<file path="src/rtl/fetch_stage.sv">
// fetch_stage: owns the PC, issues in-order imem requests, buffers responses in a small FIFO
// and drives the IF/ID register. Define FETCH_BYPASS_EN to let responses skip an empty FIFO.
module fetch_stage #(
  parameter logic [31:0] RESET_PC  = 32'h0000_0000,
  parameter int          BUF_DEPTH = 2
) (
  input  logic        clk,
  input  logic        reset,
  input  logic        stall_F,
  input  logic        stall_D,
  input  logic        flush_D,
  input  logic        pcSource_E,
  input  logic [31:0] target_E,
  output logic        imem_req,
  output logic [31:0] imem_addr,
  input  logic        imem_gnt,
  input  logic        imem_rvalid,
  input  logic [31:0] imem_rdata,
  output logic [31:0] instr_D,
  output logic [31:0] pc_D,
  output logic [31:0] pc4_D,
  output logic        valid_D
);

  localparam logic [31:0]      NOP       = 32'h0000_0013;
  localparam int               PTR_W     = (BUF_DEPTH > 1) ? $clog2(BUF_DEPTH) : 1;
  localparam int               CNT_W     = $clog2(BUF_DEPTH + 1);
  localparam int               OCC_W     = CNT_W + 1;
  localparam logic [31:0]      PC_INIT   = {RESET_PC[31:2], 2'b00};
  localparam logic [CNT_W-1:0] DEPTH_CNT = CNT_W'(BUF_DEPTH);
  localparam logic [OCC_W-1:0] DEPTH_OCC = OCC_W'(BUF_DEPTH);

  function automatic logic [PTR_W-1:0] ptr_inc(input logic [PTR_W-1:0] p);
    if (p == PTR_W'(BUF_DEPTH - 1)) return '0;
    return p + PTR_W'(1);
  endfunction

  function automatic logic [31:0] word_align(input logic [31:0] a);
    return {a[31:2], 2'b00};
  endfunction

  // Fetch-side state
  logic [31:0]      pc_q, pc_d;
  logic [31:0]      resp_pc_q, resp_pc_d;
  logic [CNT_W-1:0] out_q, out_d;
  logic [CNT_W-1:0] stale_q, stale_d;

  // Instruction FIFO
  logic [CNT_W-1:0] cnt_q, cnt_d;
  logic [PTR_W-1:0] rd_ptr_q, rd_ptr_d;
  logic [PTR_W-1:0] wr_ptr_q, wr_ptr_d;
  logic [31:0]      fifo_instr_q [BUF_DEPTH];
  logic [31:0]      fifo_instr_d [BUF_DEPTH];
  logic [31:0]      fifo_pc_q    [BUF_DEPTH];
  logic [31:0]      fifo_pc_d    [BUF_DEPTH];

  // Decode register
  logic [31:0]      instr_D_q, instr_D_d;
  logic [31:0]      pc_D_q, pc_D_d;
  logic             valid_D_q, valid_D_d;

  logic             dec_load, pop, push, bypass, resp_fresh, req, grant;
  logic [OCC_W-1:0] occ;

  // Handshake and issue control
  always_comb begin
    dec_load   = !pcSource_E && !flush_D && !stall_D;
    pop        = dec_load && (cnt_q != '0);
    resp_fresh = imem_rvalid && (stale_q == '0);
`ifdef FETCH_BYPASS_EN
    bypass     = dec_load && (cnt_q == '0) && resp_fresh;
`else
    bypass     = 1'b0;
`endif
    push       = resp_fresh && !pcSource_E && !bypass;
    // Occupancy counts words already in flight plus words buffered, net of this cycle's pop.
    occ        = {1'b0, out_q} + {1'b0, cnt_q} - OCC_W'(pop);
    req        = !reset && !stall_F && !pcSource_E && (occ < DEPTH_OCC);
    grant      = req && imem_gnt;
  end

  always_comb begin
    out_d = out_q + CNT_W'(grant) - CNT_W'(imem_rvalid);

    stale_d = stale_q;
    if (pcSource_E)
      stale_d = out_d;
    else if (imem_rvalid && (stale_q != '0))
      stale_d = stale_q - CNT_W'(1);

    pc_d = pc_q;
    if (pcSource_E)
      pc_d = word_align(target_E);
    else if (grant)
      pc_d = pc_q + 32'd4;

    // Fresh responses arrive in PC order from the last redirect, so one running PC suffices.
    resp_pc_d = resp_pc_q;
    if (pcSource_E)
      resp_pc_d = word_align(target_E);
    else if (resp_fresh)
      resp_pc_d = resp_pc_q + 32'd4;
  end

  always_comb begin
    fifo_instr_d = fifo_instr_q;
    fifo_pc_d    = fifo_pc_q;
    rd_ptr_d     = rd_ptr_q;
    wr_ptr_d     = wr_ptr_q;
    cnt_d        = cnt_q;
    if (pcSource_E) begin
      rd_ptr_d = '0;
      wr_ptr_d = '0;
      cnt_d    = '0;
    end else begin
      if (push) begin
        fifo_instr_d[wr_ptr_q] = imem_rdata;
        fifo_pc_d[wr_ptr_q]    = resp_pc_q;
        wr_ptr_d               = ptr_inc(wr_ptr_q);
      end
      if (pop)
        rd_ptr_d = ptr_inc(rd_ptr_q);
      cnt_d = cnt_q + CNT_W'(push) - CNT_W'(pop);
    end
  end

  always_comb begin
    instr_D_d = instr_D_q;
    pc_D_d    = pc_D_q;
    valid_D_d = valid_D_q;
    if (pcSource_E || flush_D) begin
      instr_D_d = NOP;
      valid_D_d = 1'b0;
    end else if (!stall_D) begin
      if (cnt_q != '0) begin
        instr_D_d = fifo_instr_q[rd_ptr_q];
        pc_D_d    = fifo_pc_q[rd_ptr_q];
        valid_D_d = 1'b1;
      end else if (bypass) begin
        instr_D_d = imem_rdata;
        pc_D_d    = resp_pc_q;
        valid_D_d = 1'b1;
      end else begin
        instr_D_d = NOP;
        valid_D_d = 1'b0;
      end
    end
  end

  always_ff @(posedge clk or posedge reset) begin
    if (reset) begin
      pc_q      <= PC_INIT;
      resp_pc_q <= PC_INIT;
      out_q     <= '0;
      stale_q   <= '0;
      cnt_q     <= '0;
      rd_ptr_q  <= '0;
      wr_ptr_q  <= '0;
      instr_D_q <= NOP;
      pc_D_q    <= '0;
      valid_D_q <= 1'b0;
    end else begin
      pc_q      <= pc_d;
      resp_pc_q <= resp_pc_d;
      out_q     <= out_d;
      stale_q   <= stale_d;
      cnt_q     <= cnt_d;
      rd_ptr_q  <= rd_ptr_d;
      wr_ptr_q  <= wr_ptr_d;
      instr_D_q <= instr_D_d;
      pc_D_q    <= pc_D_d;
      valid_D_q <= valid_D_d;
    end
  end

  // FIFO storage is qualified by the count, so it needs no reset.
  always_ff @(posedge clk) begin
    fifo_instr_q <= fifo_instr_d;
    fifo_pc_q    <= fifo_pc_d;
  end

  a_fifo_no_overflow: assert property (@(posedge clk) disable iff (reset)
    !(push && (cnt_q == DEPTH_CNT) && !pop));

  assign imem_req  = req;
  assign imem_addr = pc_q;
  assign instr_D   = instr_D_q;
  assign pc_D      = pc_D_q;
  assign pc4_D     = pc_D_q + 32'd4;
  assign valid_D   = valid_D_q;

endmodule
</file>
<file path="config.mk">
export PLATFORM = sky130hd
export DESIGN_NAME = fetch_stage
export DESIGN_NICKNAME = d
export VERILOG_FILES = /design/src/rtl/fetch_stage.sv
export SDC_FILE = /design/constraint.sdc
export NUM_CORES = 1
export LEC_CHECK = 0
export BUFFER_PORTS_ARGS = -buffer_cell sky130_fd_sc_hd__buf_4
export CORE_UTILIZATION = 58
export CTS_CLUSTER_DIAMETER = 30
export DETAILED_ROUTE_END_ITERATION = 8
export GPL_TIMING_DRIVEN = 0
export PLACE_DENSITY = 0.9
export SYNTH_ARGS = -nofsm -noshare
export SYNTH_HDL_FRONTEND = slang
export SYNTH_SLANG_ARGS = --single-unit
</file>
<file path="constraint.sdc">
create_clock -name clk -period 6.6 [get_ports clk]
set_input_delay 0.99 -clock clk [delete_from_list [all_inputs] [get_ports clk]]
set_output_delay 0.99 -clock clk [all_outputs]
set_load 0.03 [all_outputs]
</file>
==> results of run 1 <==
cell families after synthesis:
group	synth area share (%)
AOI/OAI and AO/OA	7.34
xor gates and xnor gates	4.35
adders and majority gates	1.29
buffers and inverters	2.73
DFF	62.2
muxes	7.29
other	0.0333
and+or+nand+nor	14.8
worst reg2reg max path: stages (launching register included):
cell and delay [ns]:
dfrtp_1 0.40, nor2_1 0.08, or4_1 0.39, clkbuf_1 0.28
inv_1 0.28, ha_1 0.27, nand2b_1 0.15, fa_1 0.54
nand4bb_1 0.11, clkbuf_1 0.21, nor4_1 1.24, buf_2 0.44
a211oi_1 0.12, nor3b_1 0.22
where the power goes:
part	switching, W	leakage, nW	internal (W)
Combinational	0.000780	2.36	0.000472
Clock	0.000788	0.744	0.00150
Sequential	0.000252	2.75	0.00189
Total	0.00182	5.85	0.00386
layer usage:
metal	GRT usage [%]	share of wire [%]	vias to the layer above
li1	-	-	3938
met1	37.8	40	4260
met2	51.1	50	429
met3	5.16	8.1	66
met4	8.81	2.2	0
met5	0	0	-
synth_stat cells (7+ instances only):
library cell,number,area [um^2]
or3_1,8,50.1
edfxtp_1,124,3720
ha_1,10,125
nor3_1,28,140
clkbuf_1,41,154
nand3_1,37,185
and3_1,14,87.6
o21ai_0,67,335
a31oi_1,13,81.3
mux2_2,16,180
and4_1,18,158
nand4_1,27,169
a211oi_1,18,135
mux2i_1,64,641
a21oi_1,12,60.1
dfrtp_1,128,3200
nor2b_1,8,50.1
o31ai_1,8,60.1
xnor2_1,38,333
a311oi_1,7,61.3
or4_1,10,75.1
nor4_1,19,119
nand2_1,89,334
nor2_1,46,173
inv_1,19,71.3
xor2_1,18,158
cell type report:
| class | instances | area [um^2] |
|---|---|---|
| Timing Repair Buffer | 195 | 1510 |
| Multi-Input combinational cell | 607 | 3980 |
| Inverter | 19 | 76.3 |
| Clock buffer | 52 | 1190 |
| Tap cell | 260 | 325 |
| Fill cell | 1163 | 4250 |
| Buffer | 54 | 236 |
| Sequential cell | 255 | 7010 |
| Clock inverter | 28 | 313 |
metrics by stage:
step	cell area (um^2)	total power, W	setup WS (ns)	hold WS [ns]	cells
2_1_floorplan	11300	0.00287	1.52	0.458	935
3_3_place_gp	13000	0.00334	-0.510	0.464	1387
3_5_place_dp	13100	0.00339	1.06	0.472	1390
4_1_cts	14600	0.00568	1.33	0.490	1470
5_1_grt	14600	0.00587	1.15	0.503	1470
6_report	14600	0.00568	1.31	0.490	1470
registers in the layout (all words and copies together) (netlist names):
| name | cells |
|---|---|
| fifo_instr_q | 64 |
| fifo_pc_q | 60 |
| instr_D | 32 |
| imem_addr | 30 |
| pc_D | 30 |
| resp_pc_q | 30 |
| cnt_q | 2 |
| out_q | 2 |
| stale_q | 2 |
| rd_ptr_q | 1 |
| valid_D | 1 |
| wr_ptr_q | 1 |
final timing paths:
kind                                        endpoint  slack [ns]  cells after the start
setup / recovery                            imem_req        1.31                     10
hold / removal               instr_D[14]$_DFFE_PP0P_        0.49                      2
setup reg to reg           imem_addr[30]$_DFFE_PP0P_        1.79                     13
hold reg to reg              instr_D[14]$_DFFE_PP0P_        0.49                      2
max in group asynchronous    instr_D[10]$_DFFE_PP0P_        5.23                      3
min in group asynchronous  imem_addr[12]$_DFFE_PP0P_        0.64                      2
==> metrics.csv, run 1 <==
stage,metric,value,unit
status,status,finished with violations,
status,violations,max-capacitance violations,
logic_synthesis,ys_warn_count,0,
timing,clock_skew,0.0178,ns
power_and_ir_drop,power_density,388,nW/um^2
critical_path,critPathSlowestCell,or4_1,
global_routing,grt_first_pass_wirelength,45500,um
timing,fmax,189,MHz
global_routing,grt_pass1_vias,8578,
layout,layout_commonest_cell,buf_4,
logic_synthesis,synth-async-reset-ratio,51.4,%
clock_network,ctsHtreeMaxLevel,2,
detailed_routing,wl_per_cell,19.6,um
placed_design,hpwlAfterDp,18800,um
detailed_routing,drt_first_pass_iters,6,
clock_network,insertion_delay,0.53,ns
logic_synthesis,netlist_area,11300,um^2
layout,layout_common_cells,"buf_4 (198), dfrtp_1 (128), edfxtp_1 (124)",
detailed_routing,vias,8693,
critical_path,end_kind,primary output,
power_and_ir_drop,p_leak,5.85,nW
logic_synthesis,synthCells,930,
timing,rsz0062_at_grt,no,
timing,relSlewSlack,1.20,%
clock_network,clk_path_buf_depth,3,
logic_synthesis,seq_area_frac_synth,62.2,%
critical_path,crit_path_cell_trace,"clkbuf_1, or4_1, clkbuf_1, inv_1, ha_1, nand2b_1, fa_1, or3b_2, nor3_1, buf_4",
floorplan,core_area,18900,um^2
clock_network,cts_tree,yes,
critical_path,critPathBufInv,4,
timing,hold_violations,0,
clock_network,path_clk_slew,0.05,ns
global_routing,grt.total_usage,29.4,%
critical_path,cpMostUsedCell,clkbuf_1,
floorplan,rows,50,
run,maxCapViolations,1,
clock_network,cts_resized,0,
timing,maxSlewViolCount,0,
critical_path,critical_path_required,5.61,ns
clock_network,cts_buffers,43,
global_routing,grt_max_degree,82,
critical_path,worstPathArrival,4.30,ns
critical_path,worst-path-max-fanout,10,
critical_path,critPathKind,in -> out,
detailed_routing,drt_iter0_drc,753,
clock_network,hold_buffers,0,
timing,setup_violations,0,
layout,area.growth.synth_to_final,30.0,%
global_routing,grt_overflow,0,
timing,post-route-period-util,80.1,%
floorplan,fp.dieH,141,um
placed_design,port_buffers,192,
timing,worst_slew_pin_slew,1.47,ns
critical_path,crit_family,simple AND/OR/NAND/NOR gates,
layout,antenna_cells,0,
power_and_ir_drop,ir_drop,201,uV
logic_synthesis,ys_types,46,
logic_synthesis,synth_edf_count,124,
clock_network,cts_setup_buffers,0,
logic_synthesis,avgSynthCellArea,12.1,um^2
floorplan,die-area,20000,um^2
global_routing,antenna_found_initial,0,
timing,fin_tns_setup,0,ns
critical_path,slowest_delay,0.57,ns
min_path,hold_path_class,reg -> reg,
logic_synthesis,synth_seq_cells,255,
logic_synthesis,synth_flop_cell,dfrtp_1,
timing,finalCriticalPeriod,5.29,ns
critical_path,startpoint_type,primary input,
layout,drive_gt1_share,25.3,%
detailed_routing,ant_nets,0,
floorplan,start_util,59.6,%
clock_network,cts-root-buf,clkbuf_16,
layout,final_util,77.5,%
floorplan,die_w,141,um
critical_path,crit_start,pcSource_E,
floorplan,boundaryPins,202,
detailed_routing,drc,0,
clock_network,clock-sinks,255,
detailed_routing,routed_wl,28800,um
critical_path,timing.rr.start,cnt_q[1]$_DFF_PP0_,
min_path,min-delay-start,instr_D[14]$_DFFE_PP0P_,
layout,nets,1258,
placed_design,gp_congestion,0.896,
detailed_routing,avgViaCountPerCell,5.91,
Power figures use the tool's default switching activity.
==> run 2, diff against run 1 <==
--- a/config.mk
+++ b/config.mk
@@ -6,11 +6,11 @@
 export NUM_CORES = 1
 export LEC_CHECK = 0
 export BUFFER_PORTS_ARGS = -buffer_cell sky130_fd_sc_hd__buf_4
-export CORE_UTILIZATION = 58
+export CORE_UTILIZATION = 56
 export CTS_CLUSTER_DIAMETER = 30
 export DETAILED_ROUTE_END_ITERATION = 8
 export GPL_TIMING_DRIVEN = 0
-export PLACE_DENSITY = 0.9
+export PLACE_DENSITY = 0.88
 export SYNTH_ARGS = -nofsm -noshare
 export SYNTH_HDL_FRONTEND = slang
 export SYNTH_SLANG_ARGS = --single-unit
==> constraint.sdc (replaced) <==
create_clock -name clk -period 5.5 [get_ports clk]
set_input_delay 0.825 -clock clk [delete_from_list [all_inputs] [get_ports clk]]
set_output_delay 0.825 -clock clk [all_outputs]
set_load 0.03 [all_outputs]
==> metrics.csv, run 2 (synthesis results as in run 1) <==
stage,metric,value,unit
layout,antenna_cells,0,
clock_network,cts_resized,0,
clock_network,path_clk_slew,0.05,ns
power_and_ir_drop,netSwitchingPower,0.00224,W
timing,worst_slew_pin_slew,1.24,ns
critical_path,critPathKind,in -> out,
clock_network,clock-sinks,255,
timing,maxSlewViolCount,0,
global_routing,grt_max_degree,79,
floorplan,fp.dieH,144,um
detailed_routing,drc,0,
layout,layout_commonest_cell,buf_4,
timing,hold_violations,0,
global_routing,antenna_found_initial,0,
detailed_routing,ant_nets,0,
detailed_routing,routed_wl,27900,um
power_and_ir_drop,p_leak,5.87,nW
power_and_ir_drop,power_frac_clock,40.0,%
global_routing,grt_overflow,0,
critical_path,startpoint_type,primary input,
detailed_routing,drt_iter0_drc,658,
floorplan,core_area,19600,um^2
placed_design,gp_congestion,0.893,
global_routing,grt.total_usage,27.7,%
power_and_ir_drop,p_int,0.00453,W
timing,timing.hold.ws,0.362,ns
timing,rsz0062_at_grt,no,
timing,setup_violations,0,
placed_design,dp.cells,1397,
layout,layout_common_cells,"buf_4 (198), dfrtp_1 (128), edfxtp_1 (124)",
power_and_ir_drop,power,0.00676,W
global_routing,grt_pass1_vias,8601,
timing,post-route-period-util,91.6,%
critical_path,crit_path_cell_trace,"clkbuf_1, or4_1, clkbuf_1, inv_1, ha_1, nand2b_1, fa_1, or3b_2, nor3_1, buf_4",
clock_network,cts_tree,yes,
layout,fill_cells,1237,
layout,nets,1265,
critical_path,worstPathArrival,4.21,ns
layout,area.growth.synth_to_final,30.8,%
global_routing,grt_first_pass_wirelength,43800,um
timing,relSlewSlack,16.7,%
timing,finalCriticalPeriod,5.04,ns
critical_path,critical_path_required,4.68,ns
layout,largest_reg_flops,64,
layout,drive_gt1_share,26.1,%
clock_network,cts-root-buf,clkbuf_16,
clock_network,cts_buffers,48,
detailed_routing,vias,8667,
floorplan,start_util,57.5,%
placed_design,port_buffers,192,
clock_network,hold_buffers,0,
placed_design,hpwlAfterDp,19100,um
clock_network,ctsHtreeMaxLevel,2,
power_and_ir_drop,pwr-share-seq,37.8,%
floorplan,rows,51,
detailed_routing,avgViaCountPerCell,5.83,
min_path,hold_path_class,in -> async,
timing,clock_skew,0.0173,ns
floorplan,die_w,144,um
detailed_routing,wl_per_cell,18.8,um
status,status,"finished, final reports clean",
power_and_ir_drop,power.share.switching,33.1,%
timing,fmax,198,MHz
power_and_ir_drop,ir_drop,285,uV
clock_network,insertion_delay,0.54,ns
run,maxCapViolations,0,
detailed_routing,drt_first_pass_iters,7,
floorplan,boundaryPins,202,
floorplan,die-area,20700,um^2
critical_path,cpMostUsedCell,clkbuf_1,
critical_path,slowest_delay,0.60,ns
power_and_ir_drop,combPwrFrac,22.2,%
clock_network,clk_path_buf_depth,3,
clock_network,cts_setup_buffers,0,
critical_path,critPathSlowestCell,or4_1,
power_and_ir_drop,power_density,459,nW/um^2
critical_path,end_kind,primary output,
layout,fin_cells,1487,
critical_path,worst-path-max-fanout,10,
layout,top_register,fifo_instr_q,
==> run 2: metal layers <==
layer	GRT usage, %	up-vias	part of all wire [%]
li1	-	3974	-
met1	35.6	4168	39
met2	46.3	462	50
met3	5.70	63	8.5
met4	10.1	0	2.6
met5	0	-	0
==> run 2: layout make-up <==
class	count	area, um^2	share of cell area, %
Sequential cell	255	7010	47.5
Multi-Input combinational cell	607	3990	27.1
Timing Repair Buffer	197	1560	10.6
Clock buffer	55	1270	8.61
Tap cell	265	332	2.25
Clock inverter	35	262	1.77
Buffer	54	236	1.60
Inverter	19	76.3	0.518
==> run 2: power by group through the flow <==
stage	clock network [W]	registers [W]	logic (W)
4_1_cts	0.00273	0.00255	0.00151
3_3_place_gp	0	0.00257	0.00143
6_report	0.00271	0.00256	0.00150
5_1_grt	0.00283	0.00259	0.00162
2_1_floorplan	0	0.00274	0.000707
3_5_place_dp	0	0.00258	0.00150
==> run 2: path summary, 6_finish.rpt <==
path / startpoint / end / slack [ns] / depth (start not counted)
worst min-delay path: reset / imem_addr[14]$_DFFE_PP0P_ / 0.36 / 2
worst max register to register: cnt_q[1]$_DFF_PP0_ / imem_addr[27]$_DFFE_PP0P_ / 0.87 / 13
worst min register to register: instr_D[14]$_DFFE_PP0P_ / instr_D[14]$_DFFE_PP0P_ / 0.48 / 2
max in group asynchronous: reset / instr_D[0]$_DFFE_PP1P_ / 4.34 / 3
min in group clk: imem_rdata[26] / fifo_instr_q[26]$_DFFE_PP_ / 0.48 / 1
worst max-delay path: pcSource_E / imem_req / 0.46 / 10
==> run 2: worst max-delay path: cells and delay by family <==
kind,cells,cell delay (ns)
AND/OR/NAND/NOR,4,1.50
buffers and inverters,4,1.06
adder cells (fa/ha/maj),2,0.81
==> run 2: metrics by stage <==
stage          setup TNS [ns]  worst slack (ns)  util, %  instance area [um^2]
2_1_floorplan               0             0.585        -                 11300
3_3_place_gp          -234.22             -1.40     66.6                 13100
3_5_place_dp           -0.264           -0.0702     67.4                 13200
4_1_cts                     0             0.427     75.2                 14700
5_1_grt                     0             0.284     75.2                 14700
6_report                    0             0.462     75.2                 14700
